==> config.mk <==
export PLATFORM = sky130hd
export DESIGN_NAME = multi_debounce
export DESIGN_NICKNAME = d
export VERILOG_FILES = /design/src/rtl/multi_debounce.sv
export SDC_FILE = /design/constraint.sdc
export NUM_CORES = 1
export LEC_CHECK = 0
export BUFFER_PORTS_ARGS = -buffer_cell sky130_fd_sc_hd__buf_2
export CAP_MARGIN = 20
export CORE_MARGIN = 2
export CORE_UTILIZATION = 58
export DETAILED_ROUTE_END_ITERATION = 7
export PLACE_DENSITY = 0.77
export RECOVER_POWER = 50
export SKIP_CTS_REPAIR_TIMING = 1
export SLEW_MARGIN = 20
export SYNTH_ARGS = -nofsm -noshare
export SYNTH_HDL_FRONTEND = slang
export SYNTH_SLANG_ARGS = --single-unit
==> constraint.sdc <==
create_clock -name clk -period 2.2 [get_ports clk]
set_clock_uncertainty 0.1 [all_clocks]
set_input_delay 0.44 -clock clk [delete_from_list [all_inputs] [get_ports clk]]
set_output_delay 0.44 -clock clk [all_outputs]
set_load 0.01 [all_outputs]
==> src/rtl/multi_debounce.sv <==
// rtl/multi_debounce.sv - multi-channel switch debouncer with shared sample tick
// Each channel: 2-flop synchroniser, four-state qualify FSM, registered rise/fall strobes.
module multi_debounce #(
  parameter int            CH       = 4,
  parameter int            TICK_DIV = 500000,
  parameter int            STABLE   = 3,
  parameter logic [CH-1:0] INV      = '0
) (
  input  logic          clk,
  input  logic          rst,
  input  logic [CH-1:0] sw,
  output logic [CH-1:0] db,
  output logic [CH-1:0] rise,
  output logic [CH-1:0] fall
);

  localparam int PW = (TICK_DIV > 1) ? $clog2(TICK_DIV) : 1;
  localparam int CW = (STABLE > 0) ? $clog2(STABLE + 1) : 1;

  typedef enum logic [1:0] {
    ZERO  = 2'b00,
    WAIT1 = 2'b01,
    ONE   = 2'b10,
    WAIT0 = 2'b11
  } state_t;

  logic [CH-1:0] sync1_q, sync2_q;
  logic [PW-1:0] pre_q, pre_d;
  logic          tick;
  state_t        state_q [CH];
  state_t        state_d [CH];
  logic [CW-1:0] cnt_q   [CH];
  logic [CW-1:0] cnt_d   [CH];
  logic [CH-1:0] rise_q, rise_d;
  logic [CH-1:0] fall_q, fall_d;

  assign tick  = (pre_q == PW'(TICK_DIV - 1));
  assign pre_d = tick ? '0 : pre_q + PW'(1);

  always_comb begin
    rise_d = '0;
    fall_d = '0;
    for (int i = 0; i < CH; i++) begin
      state_d[i] = state_q[i];
      cnt_d[i]   = cnt_q[i];
      case (state_q[i])
        ZERO: begin
          if (sync2_q[i]) begin
            state_d[i] = WAIT1;
            cnt_d[i]   = '0;
          end
        end
        WAIT1: begin
          // An input reversal outranks a coincident tick.
          if (!sync2_q[i]) begin
            state_d[i] = ZERO;
          end else if (tick) begin
            if (cnt_q[i] == CW'(STABLE - 1)) begin
              state_d[i] = ONE;
              rise_d[i]  = 1'b1;
            end else begin
              cnt_d[i] = cnt_q[i] + CW'(1);
            end
          end
        end
        ONE: begin
          if (!sync2_q[i]) begin
            state_d[i] = WAIT0;
            cnt_d[i]   = '0;
          end
        end
        WAIT0: begin
          if (sync2_q[i]) begin
            state_d[i] = ONE;
          end else if (tick) begin
            if (cnt_q[i] == CW'(STABLE - 1)) begin
              state_d[i] = ZERO;
              fall_d[i]  = 1'b1;
            end else begin
              cnt_d[i] = cnt_q[i] + CW'(1);
            end
          end
        end
        default: begin
          state_d[i] = ZERO;
          cnt_d[i]   = '0;
        end
      endcase
    end
  end

  always_ff @(posedge clk or negedge rst) begin
    if (!rst) begin
      sync1_q <= '0;
      sync2_q <= '0;
      pre_q   <= '0;
      rise_q  <= '0;
      fall_q  <= '0;
      for (int i = 0; i < CH; i++) begin
        state_q[i] <= ZERO;
        cnt_q[i]   <= '0;
      end
    end else begin
      sync1_q <= sw ^ INV;
      sync2_q <= sync1_q;
      pre_q   <= pre_d;
      rise_q  <= rise_d;
      fall_q  <= fall_d;
      for (int i = 0; i < CH; i++) begin
        state_q[i] <= state_d[i];
        cnt_q[i]   <= cnt_d[i];
      end
    end
  end

  // Level output is the upper state bit set: ONE or WAIT0.
  always_comb begin
    db = '0;
    for (int i = 0; i < CH; i++) begin
      db[i] = (state_q[i] == ONE) || (state_q[i] == WAIT0);
    end
  end

  assign rise = rise_q;
  assign fall = fall_q;

endmodule

==> run metrics, run 1 <==
CP startpoint kind=register; Crit-path slowest cell=dfrtp_1; yosys warns=0; largest net degree at the start of global routing=28; number of diodes=0; ys flop type=dfrtp_1; drt first pass iters=4; starting density of the core=61.5%; CTS root buf=clkbuf_8; count of pins over their slew limit=0; RSZ-0062 raised after global routing=false; FF-to-FF path depth=6; DPL Wire Length=3.00 mm; CP Capture Type=register; cell area after synthesis=2290 um2; Post-synth EDFFs=0; Worst-path clk slew=0.08 ns; most frequent cell after synthesis=dfrtp_1; Final nets=230; Hold Crit Depth=1; Num CTS Buffers=5; port bufs=17; r2r setup slk=0.13 ns; antenna-violating nets left=0; row cnt=22; worst reg2reg startpoint=pre_q[0]$_DFF_PN0_; Max FO, Critical Path=10; share of layout cells above drive strength 1=between 15 and 20%; endpoints failing hold=0; CTS tree=built; WL final=4.11 mm; Tmin final=between 2 and 2.5 ns; Distinct cells, synth=40; area leader, netlist=dfrtp_1; Yosys reg bits=51; area grow syn2layout=9.79%; Routed WL per cell=~15 um; Synth async-reset ratio=100%; worst path bufs/invs=1; startpoint of the worst hold path=sw[3]; Tcrit/Tclk final=a little over nine tenths; grt total ovfl=0; Final WS setup=about 0.13 ns; routability cong.=0.857; initial antenna violation count=0; critical path arrival=approximately 2.2 ns; Cell Pwr Density=just over 600 nW/um2; vias per cell=about 6; CP Data Required Time=2.28 ns; Gate Count Post-Synth=200; vias in the first global route=1711; IO Count=18; slowest stage delay, CP=0.45 ns; cells along the critical path=ha_1 > and3_1 > nand3_1 > buf_4 > or2_1 > nor4b_1; core outline area=3720 um2; Hold Path End=sync1_q[3]$_DFF_PN0_; die height=66.8 um; outcome=completed; post-synthesis area per instance=11.4 um2; first-pass GRT wire length=7.25 mm; Slew headroom=16.6%; number of DRC markers in iteration 0=111; Fmax=0.484 GHz; synth top area cells=dfrtp_1 (56%), xnor2_1 (4.6%), ha_1 (2.7%); Die Span X=66.8 um; share of the synthesized area in the top cell type=between 50% and 60%; crit path kind=reg -> reg; Inst Count DP=260; part of the Yosys area used for sequential elements=a little under three fifths; max_cap viols=0; aggregate global-route resource usage=a little over a fifth; post-route setup TNS=0 ns; Pleak=0.00115 uW; CTS H-tree lvls=2; Post-Place Worst Slack=0.147 ns; Worst Hold Class=in -> reg; Setup Viol. Count Final=0; Worst-Margin Slew=1.25 ns; family with the most delay on the worst path=simple AND/OR/NAND/NOR gates; Longest Clk Path Bufs=2; DRC errors left=0; Synth Net Count=211; Post-synth top cells=dfrtp_1 (51), nor2_1 (12), xnor2_1 (12); maximum vdd drop=about 0.44 mV; reg-to-reg critical path endpoint=fall[1]$_DFF_PN0_; clock latency at the later pin of the worst-skew pair=0.29 ns; fin cells=267; CTS sink cnt=51; die area=4460 um2; Vias=between 1500 and 2000
## cell usage in the layout, fill, tap and decap left out, types with 3 or more instances in the layout
cell / synthesis / routed
nor4b_1: 3 / 3
ha_1: 5 / 5
dfrtp_1: 51 / 51
o311a_1: 6 / 6
o21ai_0: 3 / 3
inv_1: 9 / 9
and3b_1: 3 / 3
nor2_1: 12 / 12
nor3b_1: 5 / 5
nor3_1: 5 / 5
nor4_1: 6 / 6
buf_2: 4 / 16
xor2_1: 6 / 6
nand4_1: 5 / 5
o31ai_1: 6 / 6
nand2_1: 9 / 9
a221o_1: 5 / 5
xnor2_1: 12 / 12
buf_4: 0 / 4
clkbuf_8: 0 / 6
nand3_1: 11 / 11
a31oi_1: 3 / 3
## report_power, final
group / switching [uW] / leakage, uW / total (uW) / internal (uW)
Clock: 277 / 0.0000470 / 524 / 247
Sequential: 9.88 / 0.000670 / 957 / 948
Combinational: 26.4 / 0.000429 / 37.2 / 10.8
## state kept, by name, summed over array words and instances, names as in the netlist, named ones only
| register | cells |
|---|---|
| pre_q | 19 |
| state_q | 4 |
| sync1_q | 4 |
| sync2_q | 4 |
| fall | 4 |
| cnt_q | 8 |
| rise | 4 |
## worst reg2reg max path: cells and delay by family (launching register included)
family,cells,cell delay [ns]
adders and majority gates,1,0.21
buffers and inverters,1,0.19
DFF,1,0.45
and+or+nand+nor,4,1.00
## worst max path at each step
stage	from	endpoint	slack, ns	cells after the start
after floorplan	pre_q[0]$_DFF_PN0_	cnt_q[7]$_DFFE_PN0P_	0.25	8
after CTS	pre_q[0]$_DFF_PN0_	fall[1]$_DFF_PN0_	0.13	6
after global placement	pre_q[0]$_DFF_PN0_	register	0.29	6
final	pre_q[0]$_DFF_PN0_	fall[1]$_DFF_PN0_	0.13	6
after detailed placement	pre_q[0]$_DFF_PN0_	fall[1]$_DFF_PN0_	0.15	6
after global routing	pre_q[0]$_DFF_PN0_	fall[3]$_DFF_PN0_	0.002	6
## area by class of cell
class / count / area (um2)
Tap cell: 48 / 60.1
Timing Repair Buffer: 22 / 119
Clock inverter: 1 / 5.00
Inverter: 9 / 33.8
Multi-Input combinational cell: 130 / 935
Clock buffer: 6 / 82.6
Sequential cell: 51 / 1280
Fill cell: 283 / 1200
## logic make-up (layout without fill, tap and decap cells)
family / Yosys count / after routing / share of synthesized area, %
fa+ha+maj: 5 / 5 / 2.74
buf+inv: 19 / 38 / 3.34
simple gates: 77 / 77 / 20.1
xor+xnor: 18 / 18 / 6.89
flops: 51 / 51 / 55.8
mux: 3 / 3 / 1.37
compound gates: 27 / 27 / 9.74
## metal layers
metal	global-route usage, %	vias up	routed length (um)
met5	0	-	0
met4	10.2	0	121
met3	5.41	9	124
met2	37.6	36	2080
met1	25.4	791	1780
li1	-	773	-
## stage by stage
| stage | cell area (um2) | utilization, % | hold WS [ns] | total power [uW] |
|---|---|---|---|---|
| floorplan | 2290 | - | 0.0444 | 987 |
| global placement | 2440 | 65.7 | 0.233 | 1020 |
| detailed placement | 2440 | 65.7 | 0.235 | 1020 |
| CTS | 2530 | 68.0 | 0.0331 | 1540 |
| global route | 2510 | 67.6 | 0.125 | 1590 |
| finish | 2510 | 67.6 | 0.144 | 1520 |
Power figures use the tool's default switching activity.
==> run 2: changes to the inputs <==
Settings changed: ABC_AREA set to 1, CORE_UTILIZATION 58 to 59, PLACE_DENSITY 0.77 to 0.78.
==> run 2 against run 1 <==
  * Non-clock buffer count fell by 4
  * Register-to-register slack improved by 0.12 ns
  * Count of clock-buffer cells in the layout rose by 1
  * Largest power group unchanged
  * Sequential share of layout area fell by 4.1 points
  * Setup slack improved by 0.12 ns
  * First-iteration DRC count rose by 45%
  * Largest cell class unchanged
  * Highest routed layer unchanged
  * Clock power rose by 6.9%
==> run metrics, run 2 <==
share of the synthesized area in the top cell type=50.8% (-5.0 points); startpoint of the worst hold path=sw[2]; reg-to-reg critical path endpoint=cnt_q[7]$_DFFE_PN0P_; CTS tree=built; Die Span X=69.2 um (+3.6%); max_cap viols=0 (unchanged); CTS sink cnt=51 (unchanged); fin cells=378 (+42%); die height=69.2 um (+3.6%); Most flops, register=pre_q; Worst-path clk slew=0.09 ns (about the same); Pleak=0.00138 uW (+20%); Cell Pwr Density=698 nW/um2 (+15%); antenna-violating nets left=0 (unchanged); synth top area cells=dfrtp_1 (51%), nand2_1 (9.3%), inv_1 (7.0%); Worst Hold Class=in -> reg; Gate Count Post-Synth=311 (+56%); M2 GR Usage=32.1% (-5.6 points); Yosys reg bits=51 (unchanged); Post-synth top cells=nand2_1 (62), dfrtp_1 (51), inv_1 (47); CTS H-tree lvls=2 (unchanged); vias in the first global route=1788 (+4.5%); Synth async-reset ratio=100% (unchanged); number of DRC markers in iteration 0=161 (+45%); Hold Crit Depth=1 (unchanged); most frequent cell after synthesis=nand2_1; IO Count=18 (unchanged); FF-to-FF path depth=10 (+4); endpoints failing hold=0 (unchanged); post-route cell area=2730 um2 (+8.9%); cell area after synthesis=2510 um2 (+9.7%); DP Area=2640 um2 (+8.2%); drt first pass iters=4 (unchanged); count of pins over their slew limit=0 (unchanged); initial antenna violation count=0 (unchanged); starting density of the core=61.9% (+0.31 points); commonest non-fill, non-tap cell in the layout=nand2_1; vias per cell=5.20 (-14%); port bufs=17 (unchanged); grt total ovfl=0 (unchanged); largest net degree at the start of global routing=29 (+3.6%); met3 Track Usage GR=4.36% (-1.0 points); flip-flop count of the largest register after layout=19 (unchanged); CP Data Required Time=2.29 ns (about the same); crit path kind=reg -> reg; Worst-Margin Slew=1.30 ns (+0.0482 ns); clock latency at the later pin of the worst-skew pair=0.30 ns (about the same); CTS root buf=clkbuf_8; routability cong.=0.859 (+0.25%); Regs by FF count=pre_q (19), cnt_q (8); post-route setup TNS=0 ns (unchanged); worst reg2reg startpoint=pre_q[0]$_DFF_PN0_; ys flop type=dfrtp_1; Vias=1966 (+22%); RSZ-0062 raised after global routing=false; met1 usage=26.5% (+1.1 points); Setup Viol. Count Final=0 (unchanged); Distinct cells, synth=29 (-28%); number of diodes=0 (unchanged); Synth Net Count=322 (+53%); Num CTS Buffers=5 (unchanged); Fmax=0.514 GHz (+6.1%); GRT busiest layer=met2; Hold Path End=sync1_q[2]$_DFF_PN0_; Final Core Density=67.4% (-0.20 points); first-pass GRT wire length=7.71 mm (+6.3%); aggregate global-route resource usage=19.6% (-2.2 points); WHS=0.132 ns (-0.0124 ns); Routed WL per cell=11.4 um (-26%); Max FO, Critical Path=7 (-3); Post-synth EDFFs=0 (unchanged); DPL Wire Length=3.21 mm (+7.0%); outcome=completed; Tmin final=1.95 ns (-0.119 ns); part of the Yosys area used for sequential elements=50.8% (-5.0 points); die area=4790 um2 (+7.4%); Tcrit/Tclk final=88.5% (-5.4 points); most frequent cells in the layout=nand2_1 (62), dfrtp_1 (51), inv_1 (47); Slew headroom=13.4% (-3.2 points); core outline area=4060 um2 (+9.2%); WL final=4.31 mm (+4.9%); critical path arrival=2.03 ns (-0.12 ns); Inst Count DP=370 (+42%); area leader, netlist=dfrtp_1; share of layout cells above drive strength 1=12.5% (-4.9 points); DRC errors left=0 (unchanged); CP Capture Type=register; yosys warns=0 (unchanged); CP startpoint kind=register; Final nets=338 (+47%); row cnt=23 (+4.5%); r2r setup slk=0.25 ns (+0.12 ns); Longest Clk Path Bufs=2 (unchanged); maximum vdd drop=0.547 mV (+24%); area grow syn2layout=8.92%; post-synthesis area per instance=8.07 um2 (-29%); fillers=350 (+24%)
==> run 2: changes by cell type after synthesis, moves of 5 or more <==
cell / delta
xnor2_1: -12
o311a_1: -6
a221o_1: -5
inv_1: +38
o31ai_1: -6
nand2_1: +53
nor3_1: +5
nor2_1: +33
o21ai_0: +7
o21ai_1: +14
a21oi_1: +6
==> run 2: cells by family (layout without fill, tap and decap cells) <==
family / after synthesis / count (layout) / synth area share (%)
AND/OR/NAND/NOR: 156 / 156 / 28.7
buffers and inverters: 60 / 77 / 9.17
flip-flops: 51 / 51 / 50.8
AO/OA/AOI/OAI: 36 / 36 / 7.73
adder cells (fa/ha/maj): 5 / 5 / 2.49
XOR/XNOR: 3 / 3 / 1.05
==> run 2: worst max path at each step <==
stage                        from              endpoint  slack [ns]
6_report       pre_q[0]$_DFF_PN0_  cnt_q[7]$_DFFE_PN0P_        0.25
5_1_grt        pre_q[0]$_DFF_PN0_  cnt_q[1]$_DFFE_PN0P_        0.07
4_1_cts        pre_q[0]$_DFF_PN0_  cnt_q[7]$_DFFE_PN0P_        0.26
3_5_place_dp   pre_q[0]$_DFF_PN0_  cnt_q[7]$_DFFE_PN0P_        0.28
3_3_place_gp   pre_q[0]$_DFF_PN0_  cnt_q[7]$_DFFE_PN0P_        0.39
2_1_floorplan  pre_q[0]$_DFF_PN0_   pre_q[16]$_DFF_PN0_        0.60
==> run 2: cell type report <==
class / count / area [um2] / share of cell area (%)
flip-flops and latches: 51 / 1280 / 46.7
multi-input cells: 200 / 1000 / 36.7
inverters: 51 / 193 / 7.05
repair buffers: 18 / 104 / 3.80
clock buffers: 7 / 86.3 / 3.16
well taps: 50 / 62.6 / 2.29
clock inverters: 1 / 8.76 / 0.320
==> run 2: power by group <==
part / internal (uW) / switching (uW)
registers: 991 / 62.4
logic: 113 / 183
clock network: 258 / 302
total: 1360 / 547
==> run 2: through the flow <==
| stage | total power [uW] | setup slack (ns) |
|---|---|---|
| after floorplan | 1300 | 0.599 |
| after detailed placement | 1370 | 0.284 |
| after global placement | 1360 | 0.386 |
| after CTS | 1930 | 0.263 |
| after global routing | 2040 | 0.0657 |
| final | 1910 | 0.254 |
==> run 2: critical path: stages, from the launching register on <==
cell	delay, ns
dfrtp_1	0.39
ha_1	0.19
nand2_1	0.08
inv_1	0.07
nand2_1	0.09
nor2_1	0.15
nand3_2	0.23
o21ai_0	0.23
o21ai_1	0.15
nand2_1	0.09
o21ai_1	0.06
==> run 2: routing by layer <==
layer / wire, um / vias to the layer above / part of all wire [%]
li1: - / 1020 / -
met1: 2100 / 897 / 49
met2: 1990 / 40 / 46
met3: 163 / 9 / 3.8
met4: 57 / 0 / 1.3
met5: 0 / - / 0
